`src/rtl/fibo_job_sequencer.sv`:
```
// -----------------------------------------------------------------------------
// fibo_job_sequencer
//
// Front-end job sequencer for the Fibonacci calculator. Incoming requests are
// buffered in a small FIFO and launched one at a time on the calculator's
// start/index inputs. The sequencer waits for the calculator's done pulse (or a
// per-job timeout), captures the result into a single result slot and presents
// it downstream on a valid/ready port. A done pulse that arrives while no job
// is outstanding sets a sticky protocol-error flag.
//
// Ports
//   clk, reset_n          clock, asynchronous active-low reset
//   req_valid/req_ready   request handshake; req_n is the requested index
//   calc_start, calc_n    one-cycle launch pulse and held index to calculator
//   calc_done/calc_result calculator completion pulse and its 16-bit result
//   res_valid/res_ready   result handshake; res_n, res_value, res_timeout
//   busy                  a job is in flight or requests are queued
//   err_spurious          sticky: calc_done seen while no job was waiting
// -----------------------------------------------------------------------------
module fibo_job_sequencer #(
  parameter int DEPTH   = 4,   // request FIFO entries, power of two, >= 2
  parameter int TIMEOUT = 63   // WAIT cycles before a job is retired, 1..255
) (
  input  logic        clk,
  input  logic        reset_n,
  input  logic        req_valid,
  output logic        req_ready,
  input  logic [4:0]  req_n,
  output logic        calc_start,
  output logic [4:0]  calc_n,
  input  logic        calc_done,
  input  logic [15:0] calc_result,
  output logic        res_valid,
  input  logic        res_ready,
  output logic [4:0]  res_n,
  output logic [15:0] res_value,
  output logic        res_timeout,
  output logic        busy,
  output logic        err_spurious
);

  localparam int PTR_W = $clog2(DEPTH);
  localparam int CNT_W = PTR_W + 1;

  localparam logic [CNT_W-1:0] FULL_CNT    = CNT_W'(DEPTH);
  localparam logic [7:0]       TIMEOUT_CNT = 8'(TIMEOUT);

  localparam logic [1:0] S_IDLE   = 2'd0;
  localparam logic [1:0] S_LAUNCH = 2'd1;
  localparam logic [1:0] S_WAIT   = 2'd2;

  logic [1:0]       state, state_nxt;
  logic [4:0]       mem [DEPTH];
  logic [PTR_W-1:0] wr_ptr, rd_ptr;
  logic [CNT_W-1:0] count, count_nxt;
  logic [7:0]       wait_cnt;

  logic push, pop, slot_free, retire_done, retire_tmo;

  assign req_ready   = (count != FULL_CNT);
  assign push        = req_valid && req_ready;
  assign pop         = (state == S_LAUNCH);
  // The slot counts as free when it is empty or is being drained this cycle,
  // so a retiring job can never overwrite an unconsumed result.
  assign slot_free   = !res_valid || res_ready;
  assign retire_done = (state == S_WAIT) && calc_done;
  // A done pulse in the timeout cycle wins over the timeout.
  assign retire_tmo  = (state == S_WAIT) && !calc_done && (wait_cnt == TIMEOUT_CNT);

  // NOTE: every signal assigned in an always_comb gets a default first, so no
  // path leaves it unassigned and no latch is inferred.
  always_comb begin
    state_nxt = state;
    case (state)
      S_IDLE:   if ((count != '0) && slot_free) state_nxt = S_LAUNCH;
      S_LAUNCH: state_nxt = S_WAIT;
      S_WAIT:   if (retire_done || retire_tmo) state_nxt = S_IDLE;
      default:  state_nxt = S_IDLE;
    endcase
  end

  always_comb begin
    count_nxt = count;
    case ({push, pop})
      2'b10:   count_nxt = count + CNT_W'(1);
      2'b01:   count_nxt = count - CNT_W'(1);
      default: count_nxt = count;
    endcase
  end

  // NOTE: the entry storage has no reset; count and pointers decide which
  // entries are meaningful, and a reset-free array maps onto plain RAM.
  always_ff @(posedge clk) begin
    if (push) mem[wr_ptr] <= req_n;
  end

  // NOTE: all state is updated with non-blocking assignments so every flop
  // samples the pre-edge values regardless of statement order.
  always_ff @(posedge clk or negedge reset_n) begin
    if (!reset_n) begin
      state        <= S_IDLE;
      wr_ptr       <= '0;
      rd_ptr       <= '0;
      count        <= '0;
      wait_cnt     <= '0;
      calc_start   <= 1'b0;
      calc_n       <= '0;
      res_valid    <= 1'b0;
      res_n        <= '0;
      res_value    <= '0;
      res_timeout  <= 1'b0;
      busy         <= 1'b0;
      err_spurious <= 1'b0;
    end else begin
      state <= state_nxt;
      count <= count_nxt;
      busy  <= (state_nxt != S_IDLE) || (count_nxt != '0);

      if (push) wr_ptr <= wr_ptr + PTR_W'(1);
      if (pop)  rd_ptr <= rd_ptr + PTR_W'(1);

      // Launch outputs are registered: raise start and load the FIFO head on
      // the edge that enters LAUNCH; calc_n then holds until the next launch.
      calc_start <= (state_nxt == S_LAUNCH);
      if (state_nxt == S_LAUNCH) calc_n <= mem[rd_ptr];

      // Cleared during LAUNCH so the first WAIT cycle sees zero; saturates.
      if (state == S_LAUNCH)
        wait_cnt <= '0;
      else if ((state == S_WAIT) && (wait_cnt != 8'hFF))
        wait_cnt <= wait_cnt + 8'd1;

      if (retire_done) begin
        res_value   <= calc_result;
        res_n       <= calc_n;
        res_timeout <= 1'b0;
        res_valid   <= 1'b1;
      end else if (retire_tmo) begin
        res_value   <= '0;
        res_n       <= calc_n;
        res_timeout <= 1'b1;
        res_valid   <= 1'b1;
      end else if (res_valid && res_ready) begin
        res_valid <= 1'b0;
      end

      if (calc_done && (state != S_WAIT)) err_spurious <= 1'b1;
    end
  end

endmodule
```
`config.mk`:
```
export PLATFORM = sky130hd
export DESIGN_NAME = fibo_job_sequencer
export DESIGN_NICKNAME = d
export VERILOG_FILES = /design/src/rtl/fibo_job_sequencer.sv
export SDC_FILE = /design/constraint.sdc
export NUM_CORES = 1
export LEC_CHECK = 0
export BUFFER_PORTS_ARGS = -buffer_cell sky130_fd_sc_hd__buf_2
export CAP_MARGIN = 20
export CORE_MARGIN = 2
export CORE_UTILIZATION = 36
export DETAILED_ROUTE_END_ITERATION = 8
export PLACE_DENSITY = 0.68
export SYNTH_ARGS = -nofsm -noshare
export SYNTH_HDL_FRONTEND = slang
export SYNTH_SLANG_ARGS = --single-unit
```
`constraint.sdc`:
```
create_clock -name clk -period 3.9 [get_ports clk]
set_clock_uncertainty 0.05 [all_clocks]
set_input_delay 0.585 -clock clk [delete_from_list [all_inputs] [get_ports clk]]
set_output_delay 0.585 -clock clk [all_outputs]
set_load 0.01 [all_outputs]
```
# ---- Word-level counts from Yosys, hierarchy flattened
# Memory sizes are Yosys's and may differ from the RTL's. A register that Yosys moved wholly into a read port is not among the register bits.
# Cells that the tools add are included.
dict set report totals {
  out_inout_bits 32
  reg_bits 43
  ramBits 20
  mem_count 1
  in_bits 26
}
# memory depth word_bits rd rd_clocked_by_memory_dff write_ports line_no
set memory_table {}
lappend memory_table {mem 4 5 1 1 1 53} ;# logic [4:0] mem [DEPTH];
dict set report classes {
  n_eq_ne 9
  addsub 5
  n_mux 17
  reduce_logical 21
}
# op n
set op_table {}
lappend op_table {{$mux W16} 2}
lappend op_table {{$mux W8} 2}
lappend op_table {{$mux W5} 2}
lappend op_table {{$reduce_bool A3 Y1} 3}
lappend op_table {{$add A8 B1 Y8 const B} 1}
lappend op_table {{$eq A8 B6 Y1 const B} 1}
lappend op_table {{$logic_and A1 B1 Y1} 8}
lappend op_table {{$ne A8 B8 Y1 const B} 1}
lappend op_table {{$mux W1} 7}
lappend op_table {{$eq A2 B1 Y1 const B} 3}
lappend op_table {{$pmux W2 S3} 1}
lappend op_table {{$pmux W3 S2} 1}
lappend op_table {{$reduce_bool A2 Y1} 3}
lappend op_table {{$add A2 B1 Y2 const B} 2}
lappend op_table {{$eq A2 B2 Y1 const B} 2}
lappend op_table {{$mux W2} 2}
lappend op_table {{$add A3 B1 Y3 const B} 1}
lappend op_table {{$logic_not A1 Y1} 3}
lappend op_table {{$logic_or A1 B1 Y1} 3}
lappend op_table {{$ne A3 B3 Y1 const B} 1}
lappend op_table {{$sub A3 B1 Y3 const B} 1}
lappend op_table {{$logic_not A2 Y1} 1}
lappend op_table {{$ne A2 B2 Y1 const B} 1}

# ---- Longest topological paths before layout
dict set report depth {
  depth_word 8
  ltp_mapped 10
  ltp_nobuf 10
}

# ---- Least setup slack after synthesis
# OpenSTA, ideal clock, no wires.
dict set report synth_timing {
  path_kind {register to register}
  startpoint {reg count[0]}
  endpoint {reg busy}
  synth_period_minus_slack_ps 2188
  stages_incl_launch_ff 10
  slack_ps 1712
  arrival_ps 2006
  setup_ps 132
  required_time_ps 3718
  path_buffers 0
  path_cell_list {dfrtp_1 -> nor2_1 -> nand2_1 -> and2_1 -> inv_1 -> ha_1 -> fa_1 -> mux2_2 -> nor4_1 -> nand3b_1}
}
dict set report synth_between {
  elab_chain_len 6
  word_cells_on_any_way 14
}
# element line_no
set synth_lines {}
lappend synth_lines {{start, declared} 55} ;# logic [CNT_W-1:0] count, count_nxt;
lappend synth_lines {{start signal, assigned} 116} ;# count <= count_nxt;
lappend synth_lines {{$ne A3 B3 Y1 (*)} 60} ;# assign req_ready = (count != FULL_CNT);
lappend synth_lines {{named net req_ready} 27} ;# output logic req_ready,
lappend synth_lines {{$logic_and A1 B1 Y1 (*)} 61} ;# assign push = req_valid && req_ready;
lappend synth_lines {{$eq A2 B1 Y1 or $eq A2 B2 Y1 (tied branches)} 84} ;# case ({push, pop})
lappend synth_lines {{$pmux W3 S2 (*)} 84}
lappend synth_lines {{named net count_nxt[1]} 55}
lappend synth_lines {{$reduce_bool A3 Y1 (*)} 117} ;# busy <= (state_nxt != S_IDLE) || (count_nxt != '0);
lappend synth_lines {{$logic_or A1 B1 Y1 (*)} 117}
lappend synth_lines {{end signal, assigned} 117}
lappend synth_lines {{end, declared} 38} ;# output logic busy,
# Mark *: on every way through the listed nets, which the timed path passes. The rest lies on a longest branch.
# A chain may end at the register's enable or synchronous reset.

# ---- Worst setup path in the final report
dict set report layout_timing {
  startpoint {reg state[1]}
  endpoint {reg busy}
}
dict set report layout_between {
  word_cells_on_any_way 16
}
# element line_no
set layout_rtl {}
lappend layout_rtl {{start, declared} 52} ;# logic [1:0] state, state_nxt;
lappend layout_rtl {{start signal, assigned} 115} ;# state <= state_nxt;
lappend layout_rtl {{$eq A2 B1 Y1 (*)} 62} ;# assign pop = (state == S_LAUNCH);
lappend layout_rtl {{$eq A2 B1 Y1 or $eq A2 B2 Y1 (tied branches)} 84}
lappend layout_rtl {{$pmux W3 S2 (*)} 84}
lappend layout_rtl {{named net count_nxt[1]} 55}
lappend layout_rtl {{$reduce_bool A3 Y1 (*)} 117}
lappend layout_rtl {{$logic_or A1 B1 Y1 (*)} 117}
# Marks and branches as above.

==> reports/metrics.yaml <==
drc_errors: 0
hold_viol: 0
rsz0062_at_grt: "false"
ios: 58
die_y_um: 92.41
core_sq_mm: 0.007647
synth_cell_types: 40
ctsLongestPathBuffers: 2
yosysTopAreaCellShare: 0.4269
dp_hpwl_mm: 3.597
antenna_found_initial: 0
ys_ff_latch: 68
cp-startpoint: "state[1]"
start_util: 0.3680
max_slew_margin: 0.4259
ys_async_sr_fraction: 0.7059
cp_max_fo: 15
synth_top_area_cell: "dfrtp_1"
outcome: "finished, final reports clean"
synth_common_cells: "dfrtp_1, edfxtp_1, a22o_1"
numPlacedInstances: 345
wl_per_cell_um: 14.79
port_buffers: 57
drt_iter0_markers: 124
seq_area_frac_synth: 0.6403
clock.fmax_mhz: 414.8
power.density_mw_per_mm2: 805.0
cts_tree: "built"
worst_pin_slew_ns: 0.8541
cts_setup_buffers: 0
gp_congestion: 0.7585
insertion_delay_ns: 0.35
drive_gt1_frac: 0.3654
drtPass1Iterations: 4
hold_class: "in2async"
crit_path_cell_trace: "nand2b_1 -> inv_1 -> ha_1 -> fa_1 -> mux2_2 -> nor4_1 -> nand3b_1"
synth-edff-count: 20
ys.flop_type: "dfrtp_1"
h-tree-depth: 3
final.period_utilization: 0.6181
synth_warnings: 0
dr_total_vias: 1776
antenna_cells: 0
cp.required_ns: 4.07
leakagePower_uw: 0.001503
viasPerCell: 4.906
grtUsageTotal: 0.1364
n_fill_cell: 694
period_needed_ns: 2.411
cts_root_buf: "clkbuf_8"
num_rows: 32
irDropWorstVdd_uv: 309.5
syn2layout_area_growth_pct: 22.14
synthTopCellsByArea: "dfrtp_1, edfxtp_1, a22o_1, mux2_2, mux4_2"
grt_pass1_wl_mm: 8.873
cts_resized: 0
dieWidth_um: 92.41
drtAntennaViolNets: 0
r2r-start: "state[1]"
cts_buffers: 9
fin_tns_setup_ns: 0
wl_mm: 5.354
hold_buffers: 0
grt-ovfl-total: 0
nNetsFinal: 288
syn_area_sq_mm: 0.002814
cp-end-kind: "flip-flop"
syn_nets: 229
cpMaxStageDelayCell: "dfrtp_1"
syn_avg_cell_area_sq_um: 14.36
critPathKind: "reg2reg"
cp.arrival_ns: 2.58
dieArea_sq_mm: 0.008540
grt_max_degree: 49
grt_pass1_vias: 1792
syn_inst: 196
max_cap_viol_count: 0
critPathLaunchType: "flip-flop"
slew_violations: 0
setup_viol_count_final: 0
instances_no_fill: 362
max_stage_delay_ns: 0.60
cts_sinks: 68
yosysMostFrequentCell: "dfrtp_1"
clk_pin_slew_ns: 0.08
[state kept, by name, summed over array words and instances, names as in the netlist]
signal and count:
mem 20, res_value 16, wait_cnt 8, calc_n 5, res_n 5, count 3
rd_ptr 2, state 2, wr_ptr 2, busy 1, calc_start 1, err_spurious 1
res_timeout 1, res_valid 1
[worst max-delay path: cells and delay by family (launching register included)]
kind / cells / cell delay, ns
flip-flops: 1 / 0.60
multiplexers: 1 / 0.28
buffers and inverters: 1 / 0.12
AND/OR/NAND/NOR: 3 / 0.55
adder cells (fa/ha/maj): 2 / 0.67
[through the flow]
| step | worst slack [ns] | hold slack [ns] | area (sq um) | power, uW | utilization |
|---|---|---|---|---|---|
| final | 1.489 | 0.04134 | 3437 | 2767 | 0.4494 |
| after global placement | 1.585 | 0.3858 | 3169 | 2046 | 0.4144 |
| after global routing | 1.343 | 0.03272 | 3437 | 2950 | 0.4494 |
| after CTS | 1.509 | 0.3837 | 3417 | 2801 | 0.4468 |
| after detailed placement | 1.525 | 0.3930 | 3169 | 2074 | 0.4144 |
| after floorplan | 1.712 | 0.2394 | 2814 | 1778 | - |
[layer usage]
metal	wire length, um	global-route usage	vias to the layer above
met2	2635	0.2165	35
met3	169	0.03499	9
met4	106	0.07090	0
li1	-	-	844
met1	2442	0.1722	888
met5	0	0	-
[placed cells by master, fill, tap and decap left out, types with 2 or more instances in the layout]
| cell | Yosys | layout |
|---|---|---|
| buf_2 | 2 | 57 |
| dfrtp_1 | 48 | 48 |
| edfxtp_1 | 20 | 20 |
| a22o_1 | 16 | 16 |
| nand2_1 | 12 | 12 |
| mux2_2 | 10 | 10 |
| clkbuf_8 | 0 | 9 |
| nor2_1 | 7 | 7 |
| inv_1 | 6 | 6 |
| ha_1 | 6 | 6 |
| xnor2_1 | 5 | 5 |
| a21oi_1 | 5 | 5 |
| mux4_2 | 5 | 5 |
| nor3_1 | 4 | 4 |
| and3_1 | 4 | 4 |
| nor4_1 | 4 | 4 |
| nand3_1 | 4 | 4 |
| a211oi_1 | 4 | 4 |
| nand2b_1 | 3 | 3 |
| o21ai_0 | 3 | 3 |
| bufinv_16 | 0 | 3 |
| and2_1 | 2 | 2 |
| nand4_1 | 2 | 2 |
| mux2_4 | 2 | 2 |
| clkinv_4 | 0 | 2 |
[power breakdown]
group | switching (uW) | internal (uW)
clock network | 289 | 429
logic | 412 | 448
registers | 199 | 991
[cell type report]
| type | instances | area [sq um] | share of cell area |
|---|---|---|---|
| clock buffers | 9 | 123.9 | 0.03604 |
| clock inverters | 7 | 123.9 | 0.03604 |
| inverters | 6 | 22.52 | 0.006553 |
| multi-input cells | 112 | 932.1 | 0.2712 |
| flip-flops and latches | 68 | 1802 | 0.5242 |
| well taps | 102 | 127.6 | 0.03713 |
| repair buffers | 58 | 305.3 | 0.08882 |
[logic make-up after synthesis]
family / synth area share
muxes: 0.09071
DFF: 0.6403
xor gates and xnor gates: 0.01867
buffers and inverters: 0.02845
and+or+nand+nor: 0.09382
AOI/OAI and AO/OA: 0.09426
adders and majority gates: 0.03379
[path summary, 6_finish.rpt]
check	slack [ns]	cells after the start	endpoint
worst max-delay path	1.49	7	busy
worst min-delay path	0.04	1	wr_ptr[1]
worst max register to register	1.49	7	busy
worst min register to register	0.41	1	err_spurious
max in group asynchronous	3.28	2	res_value[7]
min in group clk	0.40	1	mem[3][4]
Note: power is estimated with default switching activity, not from simulation.
